**src/rtl/cpf_frame_sequencer.sv**
```systemverilog
`default_nettype none
// ============================================================================
// Module   : cpf_frame_sequencer
// Brief    : Serialises one status/control/address/payload frame per handshake
//            into the CP_F encoder byte stream, with K28.5 idle fill, CRC-slot
//            and CRC-reset strobes. Optional EOF cycle: CPF_SEQ_EOF_EN.
// Revision : 1.0 - initial release
// ============================================================================
module cpf_frame_sequencer #(
    parameter int         DATA_BYTES = 4,
    parameter int         MIN_IDLE   = 2,
    parameter logic [7:0] IDLE_CHAR  = 8'hBC
) (
    input  logic                    clk,
    input  logic                    reset,
    input  logic                    frame_valid,
    output logic                    frame_ready,
    input  logic [7:0]              status_in,
    input  logic [7:0]              control_in,
    input  logic [7:0]              address_in,
    input  logic [8*DATA_BYTES-1:0] payload_in,
    output logic [7:0]              byte_out,
    output logic                    is_control_byte,
    output logic                    is_crc_byte,
    output logic                    crc_reset,
    output logic                    busy,
    output logic                    frame_done
);

    localparam logic [3:0] c_st_idle    = 4'd0;
    localparam logic [3:0] c_st_sof     = 4'd1;
    localparam logic [3:0] c_st_status  = 4'd2;
    localparam logic [3:0] c_st_control = 4'd3;
    localparam logic [3:0] c_st_addr    = 4'd4;
    localparam logic [3:0] c_st_data    = 4'd5;
    localparam logic [3:0] c_st_crc     = 4'd6;
    localparam logic [3:0] c_st_eof     = 4'd7;
    localparam logic [3:0] c_st_gap     = 4'd8;

    localparam int         c_pw         = 8 * DATA_BYTES;
    localparam logic [7:0] c_eof_char   = 8'hFD;
    localparam logic [5:0] c_last_idx   = 6'(DATA_BYTES - 1);
    localparam int         c_gap_init   = (MIN_IDLE > 0) ? MIN_IDLE - 1 : 0;
    localparam logic [7:0] c_gap_load   = 8'(c_gap_init);

    logic [3:0]      r_state;
    logic [7:0]      r_status;
    logic [7:0]      r_control;
    logic [7:0]      r_address;
    logic [c_pw-1:0] r_payload;
    logic [5:0]      r_idx;
    logic [7:0]      r_gap_cnt;
    logic [7:0]      r_byte;
    logic            r_is_control;
    logic            r_is_crc;
    logic            r_crc_reset;
    logic            r_busy;
    logic            r_frame_done;

    always_ff @(posedge clk) begin
        if (reset) begin
            r_state      <= c_st_idle;
            r_status     <= 8'h00;
            r_control    <= 8'h00;
            r_address    <= 8'h00;
            r_payload    <= '0;
            r_idx        <= 6'd0;
            r_gap_cnt    <= 8'd0;
            r_byte       <= IDLE_CHAR;
            r_is_control <= 1'b1;
            r_is_crc     <= 1'b0;
            r_crc_reset  <= 1'b1;
            r_busy       <= 1'b0;
            r_frame_done <= 1'b0;
        end else begin
            r_frame_done <= 1'b0;
            case (r_state)
                c_st_idle: begin
                    if (frame_valid) begin
                        r_status     <= status_in;
                        r_control    <= control_in;
                        r_address    <= address_in;
                        r_payload    <= payload_in;
                        r_state      <= c_st_sof;
                        r_byte       <= IDLE_CHAR;
                        r_is_control <= 1'b1;
                        r_crc_reset  <= 1'b1;
                        r_busy       <= 1'b1;
                    end
                end
                c_st_sof: begin
                    r_state      <= c_st_status;
                    r_byte       <= r_status;
                    r_is_control <= 1'b0;
                    r_crc_reset  <= 1'b0;
                end
                c_st_status: begin
                    r_state <= c_st_control;
                    r_byte  <= r_control;
                end
                c_st_control: begin
                    r_state <= c_st_addr;
                    r_byte  <= r_address;
                end
                c_st_addr: begin
                    // Payload leaves MSB byte first by shifting the capture left.
                    r_state   <= c_st_data;
                    r_byte    <= r_payload[c_pw-1 -: 8];
                    r_payload <= r_payload << 8;
                    r_idx     <= 6'd0;
                end
                c_st_data: begin
                    if (r_idx == c_last_idx) begin
                        r_state  <= c_st_crc;
                        r_byte   <= 8'h00;
                        r_is_crc <= 1'b1;
                    end else begin
                        r_byte    <= r_payload[c_pw-1 -: 8];
                        r_payload <= r_payload << 8;
                        r_idx     <= r_idx + 6'd1;
                    end
                end
`ifdef CPF_SEQ_EOF_EN
                c_st_crc: begin
                    r_state      <= c_st_eof;
                    r_byte       <= c_eof_char;
                    r_is_control <= 1'b1;
                    r_is_crc     <= 1'b0;
                    r_crc_reset  <= 1'b1;
                end
                c_st_eof: begin
                    r_byte       <= IDLE_CHAR;
                    r_is_control <= 1'b1;
                    r_crc_reset  <= 1'b1;
                    r_busy       <= 1'b0;
                    r_frame_done <= 1'b1;
                    if (MIN_IDLE == 0) begin
                        r_state <= c_st_idle;
                    end else begin
                        r_state   <= c_st_gap;
                        r_gap_cnt <= c_gap_load;
                    end
                end
`else
                c_st_crc: begin
                    r_byte       <= IDLE_CHAR;
                    r_is_control <= 1'b1;
                    r_is_crc     <= 1'b0;
                    r_crc_reset  <= 1'b1;
                    r_busy       <= 1'b0;
                    r_frame_done <= 1'b1;
                    if (MIN_IDLE == 0) begin
                        r_state <= c_st_idle;
                    end else begin
                        r_state   <= c_st_gap;
                        r_gap_cnt <= c_gap_load;
                    end
                end
`endif
                c_st_gap: begin
                    if (r_gap_cnt == 8'd0) begin
                        r_state <= c_st_idle;
                    end else begin
                        r_gap_cnt <= r_gap_cnt - 8'd1;
                    end
                end
                default: begin
                    r_state      <= c_st_idle;
                    r_byte       <= IDLE_CHAR;
                    r_is_control <= 1'b1;
                    r_is_crc     <= 1'b0;
                    r_crc_reset  <= 1'b1;
                    r_busy       <= 1'b0;
                end
            endcase
        end
    end

    assign frame_ready     = (r_state == c_st_idle);
    assign byte_out        = r_byte;
    assign is_control_byte = r_is_control;
    assign is_crc_byte     = r_is_crc;
    assign crc_reset       = r_crc_reset;
    assign busy            = r_busy;
    assign frame_done      = r_frame_done;

endmodule
`default_nettype wire

```
**config.mk**
```make
export PLATFORM = sky130hd
export DESIGN_NAME = cpf_frame_sequencer
export DESIGN_NICKNAME = d
export VERILOG_FILES = /design/src/rtl/cpf_frame_sequencer.sv
export SDC_FILE = /design/constraint.sdc
export NUM_CORES = 1
export LEC_CHECK = 0
export ABC_AREA = 1
export BUFFER_PORTS_ARGS = -buffer_cell sky130_fd_sc_hd__buf_2
export CAP_MARGIN = 20
export CORE_MARGIN = 5
export CORE_UTILIZATION = 40
export DETAILED_ROUTE_END_ITERATION = 10
export SLEW_MARGIN = 15
export SYNTH_ARGS = -nofsm -noshare
export SYNTH_HDL_FRONTEND = slang
export SYNTH_SLANG_ARGS = --single-unit
```
**constraint.sdc**
```tcl
create_clock -name clk -period 2 [get_ports clk]
set_input_delay 0.1 -clock clk [delete_from_list [all_inputs] [get_ports clk]]
set_output_delay 0.1 -clock clk [all_outputs]
set_load 0.01 [all_outputs]
```
## Yosys cells after proc, flatten, opt, wreduce, memory -nomap -nowiden

Cells that the tools add are included.

| word-level totals | value |
|---|---|
| register bits after elaboration | 86 |
| input bits | 59 |
| output and inout bits | 14 |
| logic and storage cells | 68 |

| cells by class | value |
|---|---|
| $add $sub $neg | 2 |
| equality and inequality tests | 13 |
| muxes and demuxes | 20 |
| bitwise operators | 4 |
| reduce and logical (&&, ||, !) cells | 17 |

Operators with widths:

| cell | number |
|---|---|
| 32-bit case mux with 3 select lines | 1 |
| 32-bit 2-to-1 mux | 2 |
| 8-bit case mux with 7 select lines | 1 |
| 4-bit case mux with 8 select lines | 1 |
| 8-bit 2-to-1 mux | 3 |
| 8-bit case mux with 2 select lines | 1 |
| 2-bit AND reduction | 7 |
| 4-bit by 3-bit == test with 1-bit output, second input constant | 3 |
| 4-bit 2-to-1 mux | 3 |
| 6-bit case mux with 2 select lines | 1 |
| 6-bit OR reduction | 2 |
| 2-bit != test, second input constant | 5 |
| 4-bit by 2-bit == test with 1-bit output, second input constant | 2 |
| 8-bit logical NOT | 1 |
| 8-bit by 1-bit subtractor with 8-bit output, second input constant | 1 |
| 6-bit by 1-bit adder with 6-bit output, second input constant | 1 |
| 6-bit by 2-bit == test with 1-bit output, second input constant | 1 |
| 6-bit 2-to-1 mux | 1 |
| 3-bit AND reduction | 2 |
| 5-bit OR reduction | 1 |
| 4-bit by 1-bit == test with 1-bit output, second input constant | 1 |
| 4-bit == test, second input constant | 1 |
| 4-bit logical NOT | 1 |
| 1-bit NOT | 4 |
| other kinds (5) | 9 |

## Logic depth before layout (Yosys ltp)

Gate-level depths: netlist of the first run.

| logic depth | value |
|---|---|
| depth in word-level cells | 4 |
| mapped depth | 10 |
| mapped depth without buffers | 9 |

## Worst setup path after synthesis of the first run

No wires, ideal clock.

| timing path | value |
|---|---|
| path type | flip-flop to flip-flop |
| from | reg r_idx[0] |
| to | reg r_byte[3], in the netlist byte_out[3] |
| library setup time | 117 ps |
| data arrival time | 1,387 ps |
| data required time | 1,883 ps |
| slack | 496 ps |
| cell stages (with the launch flop) | 8 |
| buffers on the path | 1 |
| period minus slack after synthesis | 1,504 ps |
| cells stage by stage | dfxtp_1 ha_1 nand4_1 nand2_1 nand2_1 buf_4 a21oi_1 nand2_1 |

| between the ends | value |
|---|---|
| longest elaborated chain between the ends | 3 |

RTL lines:

| item | line | text |
|---|---|---|
| from (decl) | 51 | `logic [5:0] r_idx;` |
| from (signal assigned) | 120 | `r_idx <= r_idx + 6'd1;` |
| 6-bit by 2-bit == test with 1-bit output | 113 | `if (r_idx == c_last_idx) begin` |
| 8-bit 2-to-1 mux | 113 |  |
| 8-bit case mux with 7 select lines | 77 | `case (r_state)` |
| to (signal assigned) | 93 | `r_byte <= r_status;` |
| to (signal assigned) | 108 | `r_byte <= r_payload[c_pw-1 -: 8];` |
| to (signal assigned) | 118 | `r_byte <= r_payload[c_pw-1 -: 8];` |
| to (decl) | 53 | `logic [7:0] r_byte;` |

No other way between the ends.
A chain may end at the register's enable or synchronous reset.

## Worst setup path after layout of the first run

| timing path | value |
|---|---|
| from | reg r_idx[0] |
| to | reg r_payload[29] |

| between the ends | value |
|---|---|
| longest elaborated chain between the ends | 3 |

RTL lines:

| item | line | text |
|---|---|---|
| 6-bit by 2-bit == test with 1-bit output | 113 |  |
| 2-bit != test (no line) | -- |  |
| 3-bit AND reduction (no line) | -- |  |
| to (signal assigned) | 83 | `r_payload <= payload_in;` |
| to (signal assigned) | 109 | `r_payload <= r_payload << 8;` |
| to (signal assigned) | 119 | `r_payload <= r_payload << 8;` |
| to (decl) | 50 | `logic [c_pw-1:0] r_payload;` |

No other way between the ends.

==> results of run 1 <==
where the power goes:
part           switching, µW  total [µW]  internal (µW)
Clock                    611        1470            862
Combinational            749        1200            455
Sequential               150        2150           2000
Total                   1510        4830           3320
sequential cells by signal, summed over array words and instances (netlist names):
signal and count:
r_payload 32, byte_out 8, r_address 8, r_control 8, r_gap_cnt 8, r_status 8, r_idx 6, r_state 4
busy 1, crc_reset 1, frame_done 1, is_crc_byte 1
synthesized netlist by cell type, types with 3 or more instances:
library cell,count,area share (%)
sky130_fd_sc_hd__a21oi_1,45,5.7
sky130_fd_sc_hd__buf_2,6,0.75
sky130_fd_sc_hd__buf_4,4,0.75
sky130_fd_sc_hd__buf_6,4,1.1
sky130_fd_sc_hd__clkbuf_1,11,1.0
sky130_fd_sc_hd__dfxtp_1,86,43
sky130_fd_sc_hd__ha_1,3,0.94
sky130_fd_sc_hd__inv_1,38,3.6
sky130_fd_sc_hd__inv_2,3,0.28
sky130_fd_sc_hd__nand2_1,174,16
sky130_fd_sc_hd__nand3_1,59,7.4
sky130_fd_sc_hd__nand4_1,7,1.1
sky130_fd_sc_hd__nor2_1,94,8.9
sky130_fd_sc_hd__nor2_4,3,0.85
sky130_fd_sc_hd__nor3_1,4,0.50
sky130_fd_sc_hd__o21ai_0,30,3.8
sky130_fd_sc_hd__o21ai_1,6,0.75
logic make-up after synthesis:
group	share of synthesized area (%)
AO/OA/AOI/OAI	10.7
XOR/XNOR	0.440
adder cells (fa/ha/maj)	0.942
buffers and inverters	7.72
flip-flops	43.2
AND/OR/NAND/NOR	37.0
cell type report:
type / count / area, µm²
flip-flops and latches: 86 / 1720
fillers: 1037 / 5020
multi-input cells: 438 / 1960
clock buffers: 10 / 138
clock inverters: 5 / 106
well taps: 133 / 166
repair buffers: 82 / 460
inverters: 42 / 158
per-layer routing:
metal | share of wire [%] | vias up
li1 | - | 2028
met1 | 48 | 1690
met2 | 45 | 98
met3 | 5.2 | 16
met4 | 1.8 | 0
met5 | 0 | -
critical path, cell delays in order (launching register included):
cell                      delay, ns
sky130_fd_sc_hd__dfxtp_1       0.36
sky130_fd_sc_hd__ha_1          0.27
sky130_fd_sc_hd__nand4_1       0.22
sky130_fd_sc_hd__nor2_4        0.07
sky130_fd_sc_hd__nor2_8        0.27
sky130_fd_sc_hd__buf_4         0.27
sky130_fd_sc_hd__nand3_1       0.09
sky130_fd_sc_hd__nand2_1       0.06
sky130_fd_sc_hd__nor2_1        0.04
metrics by stage:
step | instances | cell area, µm² | utilization [%] | hold WS, ns
after floorplan | 592 | 3990 | - | 0.264
after global placement | 781 | 4460 | 45.9 | 0.381
after detailed placement | 781 | 4460 | 45.9 | 0.382
after CTS | 796 | 4710 | 48.4 | 0.000568
after global routing | 796 | 4710 | 48.4 | 0.00515
final | 796 | 4710 | 48.4 | 0.0125
worst paths after layout:
check / cells past startpoint / to / slack (ns) / from
worst max register to register: 8 / r_payload[29]$_SDFFE_PP0P_ / 0.25 / r_idx[0]$_SDFFE_PP0P_
worst min register to register: 2 / r_address[7]$_SDFFE_PP0P_ / 0.45 / r_address[7]$_SDFFE_PP0P_
worst max-delay path: 8 / r_payload[29]$_SDFFE_PP0P_ / 0.25 / r_idx[0]$_SDFFE_PP0P_
worst min-delay path: 3 / r_status[4]$_SDFFE_PP0P_ / 0.01 / status_in[4]
==> results.cfg, run 1 <==
[sta]
min_period_over_period_pct = 87.7
setup_total_negative_slack_ns = 0
fmax_mhz = 570
tightest_slew_ns = 0.420
timing.final.crit_period_ns = 1.75
relSlewSlack_pct = 72.0
slew_viol_final = 0
finClkSkew_ns = 0.0123
final.setup.worst_slack_ns = 0.245
setup_viol = 0
hold_viol_final = 0
rsz_0062_raised_after_global_routing = false

[power]
p_total_uw = 4830
total_leakage_power_uw = 0.00219
power.density_nw_per_um2 = 1030
max-vdd-ir-drop_mv = 0.351

[cts]
clkLatencyLatePin_ns = 0.35
clk_pin_slew_worst_paths_ns = 0.09
clock_path_buffers = 2
clk_root_buffer_cell = sky130_fd_sc_hd__clkbuf_8
clock-sinks = 86
post_cts_hold_buffer_count = 0
htree_num_levels = 3
number_of_resized_instances_in_the_post_cts_repair_step = 0
cts_inserted_buffers = 9
post-cts-setup-buffer-count = 0
cts_tree = yes

[floorplanning]
std_cell_rows = 36
design.portCount = 73
placeableCoreArea_um2 = 9730
initial_util_pct = 41.0
dieArea_um2 = 12100
die_w_um = 110
fp.dieH_um = 110

[setup_path]
critical_path_class = flip-flop to flip-flop
worstSetupEndpointType = flip-flop
critical_path_required_ns = 2.25
worst_setup_path_start_kind = flip-flop
worst-path-max-fanout = 22
worstPathArrival_ns = 2.00

[cells_and_area]
most_common_cell_after_layout_fill_and_taps_aside = sky130_fd_sc_hd__nand2_1
drive_above_1_share_pct = 16.9
nNetsFinal = 721
antenna_cells = 0
layout_common_cells = sky130_fd_sc_hd__nand2_1, sky130_fd_sc_hd__nor2_1, sky130_fd_sc_hd__dfxtp_1, sky130_fd_sc_hd__buf_2, sky130_fd_sc_hd__nand3_1
area.growth.synth_to_final_pct = 18.1

[drt]
detailroute.via_count = 3832
drtAntennaViolNets = 0
drtPass1Iterations = 4
drc = 0
finalWirelength_um = 9660
wl_per_cell_um = 12.1
via_per_inst = 4.81
drt_iter0_markers = 197

[global_routing]
met2_usage_pct = 25.8
grt_busiest_layer = met2
grtUsageMet1_pct = 22.0
grt_util_met3_pct = 3.52
grt_antenna_before_repair = 0
first_global_vias = 3581
track_usage_pct = 16.5
global_route.overflow_total = 0
wire_length_of_the_first_global_routing_pass_um = 16100
grt_start_max_net_pins = 46

[worst_hold_path]
worstHoldPathType = primary input to flip-flop

[synthesis]
syn-instance-count = 592
yosys.cell_types.count = 28
syn_std_cell_area_um2 = 3990
ys_seq_area_share_pct = 43.2
asyncSetResetFlopFracSynth_pct = 0
post_synthesis_area_per_instance_um2 = 6.73
synth_enable_flop_cells = 0
postSynth.topFlopCell = sky130_fd_sc_hd__dfxtp_1
synthesis.yosys.warnings = 0
synth_register_bits = 86
synth_fp_nets = 654

[placement]
finalWeightedCongestion = 0.848
io_buffer_count = 72
dp_worst_setup_slack_ns = 0.154
detailedPlacementHpwl_um = 6820

[job]
max_cap_violations = 0

[run_status]
status = complete, no violations
No activity file was read; power rests on OpenSTA's default activity.
==> run 2, diff against run 1 <==
==> constraint.sdc (replaced) <==
create_clock -name clk -period 1.9 [get_ports clk]
set_input_delay 0.095 -clock clk [delete_from_list [all_inputs] [get_ports clk]]
set_output_delay 0.095 -clock clk [all_outputs]
set_load 0.01 [all_outputs]
==> run 2 against run 1 <==
Effect of this change:
- cell count is 0.88% higher
- global-route usage is 0.22 points higher
- die area did not move
- critical path depth is 1 lower
- setup slack lost 0.079 ns
- first-iteration DRC count rose by 46%
- sequential cell count unchanged
- highest routed layer unchanged
- final area up 0.98%
- power is 3.6% higher
- combinational power grew 7%
- via count is 0.26% higher
- clock power hardly changed
==> results.cfg, run 2 (same netlist as run 1, synthesis figures left out) <==
[sta]
timing.final.crit_period_ns = 1.73
hold_ws_ns = 0.00551
relSlewSlack_pct = 71.2
fmax_mhz = 577
finClkSkew_ns = 0.0137
setup_total_negative_slack_ns = 0
hold_viol_final = 0
rsz_0062_raised_after_global_routing = false
min_period_over_period_pct = 91.3
slew_viol_final = 0
tightest_slew_ns = 0.432
setup_viol = 0

[cts]
clock_path_buffers = 2
clk_pin_slew_worst_paths_ns = 0.09
clk_root_buffer_cell = sky130_fd_sc_hd__clkbuf_8
htree_num_levels = 3
clock-sinks = 86
cts_inserted_buffers = 9
post-cts-setup-buffer-count = 0
clkLatencyLatePin_ns = 0.36
cts_tree = yes

[run_status]
status = complete, no violations

[setup_path]
r2r_start = r_idx[0]$_SDFFE_PP0P_
ff2ff_setup_slack_ns = 0.17
r2r_cells = 7
worstPathArrival_ns = 1.96
worstSetupEndpointType = flip-flop
crit_family = simple AND/OR/NAND/NOR gates
worstReg2RegEnd = r_payload[0]$_SDFFE_PP0P_
worstPathCellList = ha_1 > nand4_1 > nor2_4 > nor2_8 > buf_4 > o21ai_0 > nor2_1
max_incr_delay_on_cp_ns = 0.43
critical_path_required_ns = 2.13
critical_path.slowest_cell = sky130_fd_sc_hd__dfxtp_1
worst-path-max-fanout = 25
worst_setup_path_start_kind = flip-flop
critical_path_class = flip-flop to flip-flop
worst-path-buf-inv = 1

[cells_and_area]
register_area_um2 = 1720
flip_flop_count_of_the_largest_register_all_copies_and_words_added = 32
multiInputGateArea_um2 = 1960
nNetsFinal = 727
fillCellCount = 1035
largest-register = r_payload
layout_common_cells = sky130_fd_sc_hd__nand2_1, sky130_fd_sc_hd__nor2_1, sky130_fd_sc_hd__dfxtp_1, sky130_fd_sc_hd__buf_2, sky130_fd_sc_hd__nand3_1
most_common_cell_after_layout_fill_and_taps_aside = sky130_fd_sc_hd__nand2_1
drive_above_1_share_pct = 16.9
antenna_cells = 0
area.growth.synth_to_final_pct = 19.3

[drt]
drt_iter0_markers = 287
wl_per_cell_um = 12.0
drc = 0
detailroute.via_count = 3842
drtAntennaViolNets = 0
via_per_inst = 4.78
finalWirelength_um = 9640
drtPass1Iterations = 4

[worst_hold_path]
timing.hold.worst_endpoint = r_control[2]$_SDFFE_PP0P_
min_path_cells = 3
worstHoldPathType = primary input to flip-flop
min_from = control_in[2]

[floorplanning]
design.portCount = 73
std_cell_rows = 36
fp.dieH_um = 110
die_w_um = 110
placeableCoreArea_um2 = 9730
initial_util_pct = 41.0
dieArea_um2 = 12100

[global_routing]
grt_start_max_net_pins = 40
wire_length_of_the_first_global_routing_pass_um = 16100
global_route.overflow_total = 0
grt_antenna_before_repair = 0
first_global_vias = 3509
track_usage_pct = 16.8

[job]
max_cap_violations = 0

[power]
power.density_nw_per_um2 = 1050
total_leakage_power_uw = 0.00221
max-vdd-ir-drop_mv = 0.412

[placement]
finalWeightedCongestion = 0.826
io_buffer_count = 72
detailedPlacementHpwl_um = 6840
run 2: worst max-delay path by stage:
stage,startpoint,end,depth (start not counted)
finish,r_idx[0]$_SDFFE_PP0P_,r_payload[0]$_SDFFE_PP0P_,7
global route,r_idx[0]$_SDFFE_PP0P_,byte_out[7]$_SDFFE_PP1P_,8
CTS,r_idx[0]$_SDFFE_PP0P_,byte_out[7]$_SDFFE_PP1P_,8
detailed placement,r_idx[0]$_SDFFE_PP0P_,r_idx[5]$_SDFFE_PP0P_,7
global placement,r_idx[0]$_SDFFE_PP0P_,r_idx[5]$_SDFFE_PP0P_,7
floorplan,r_idx[0]$_SDFFE_PP0P_,byte_out[3]$_SDFFE_PP1P_,7
run 2: area by class of cell:
cell class | count | share of cell area, %
clock buffers | 10 | 2.89
clock inverters | 6 | 1.95
inverters | 42 | 3.32
multi-input cells | 438 | 41.2
flip-flops and latches | 86 | 36.2
well taps | 133 | 3.50
repair buffers | 88 | 10.9
run 2: repair_timing:
item,CTS,global route
setup endpoints to repair,0,13
resized for setup,0,1
hold buffers,6,0
endpoints found under the hold margin,6,0
run 2: per-stage QoR:
| step | setup WS [ns] | utilization, % | power, µW | instance area, µm² | instances |
|---|---|---|---|---|---|
| 6_report | 0.166 | 48.9 | 5000 | 4750 | 803 |
| 3_3_place_gp | 0.204 | 45.9 | 3560 | 4460 | 781 |
| 3_5_place_dp | 0.104 | 45.9 | 3580 | 4460 | 781 |
| 2_1_floorplan | 0.396 | - | 3270 | 3990 | 592 |
| 5_1_grt | 0.0401 | 48.9 | 5330 | 4750 | 803 |
| 4_1_cts | 0.0816 | 48.8 | 5050 | 4750 | 803 |
run 2: routing by layer:
metal,wire (µm),track usage (%),up-vias
li1,-,-,2045
met1,4570,22.0,1697
met2,4340,27.0,88
met3,600,4.23,12
met4,138,4.99,0
met5,0,0,-
run 2: worst register-to-register path: stages (launching register included):
cell and delay [ns]:
sky130_fd_sc_hd__dfxtp_1 0.43, sky130_fd_sc_hd__ha_1 0.27, sky130_fd_sc_hd__nand4_1 0.24, sky130_fd_sc_hd__nor2_4 0.20, sky130_fd_sc_hd__nor2_8 0.05, sky130_fd_sc_hd__buf_4 0.20
sky130_fd_sc_hd__o21ai_0 0.16, sky130_fd_sc_hd__nor2_1 0.06
run 2: power breakdown:
part | leakage [µW] | switching [µW] | internal, µW
registers | 0.000708 | 158 | 2110
logic | 0.00139 | 791 | 486
clock network | 0.000109 | 676 | 783
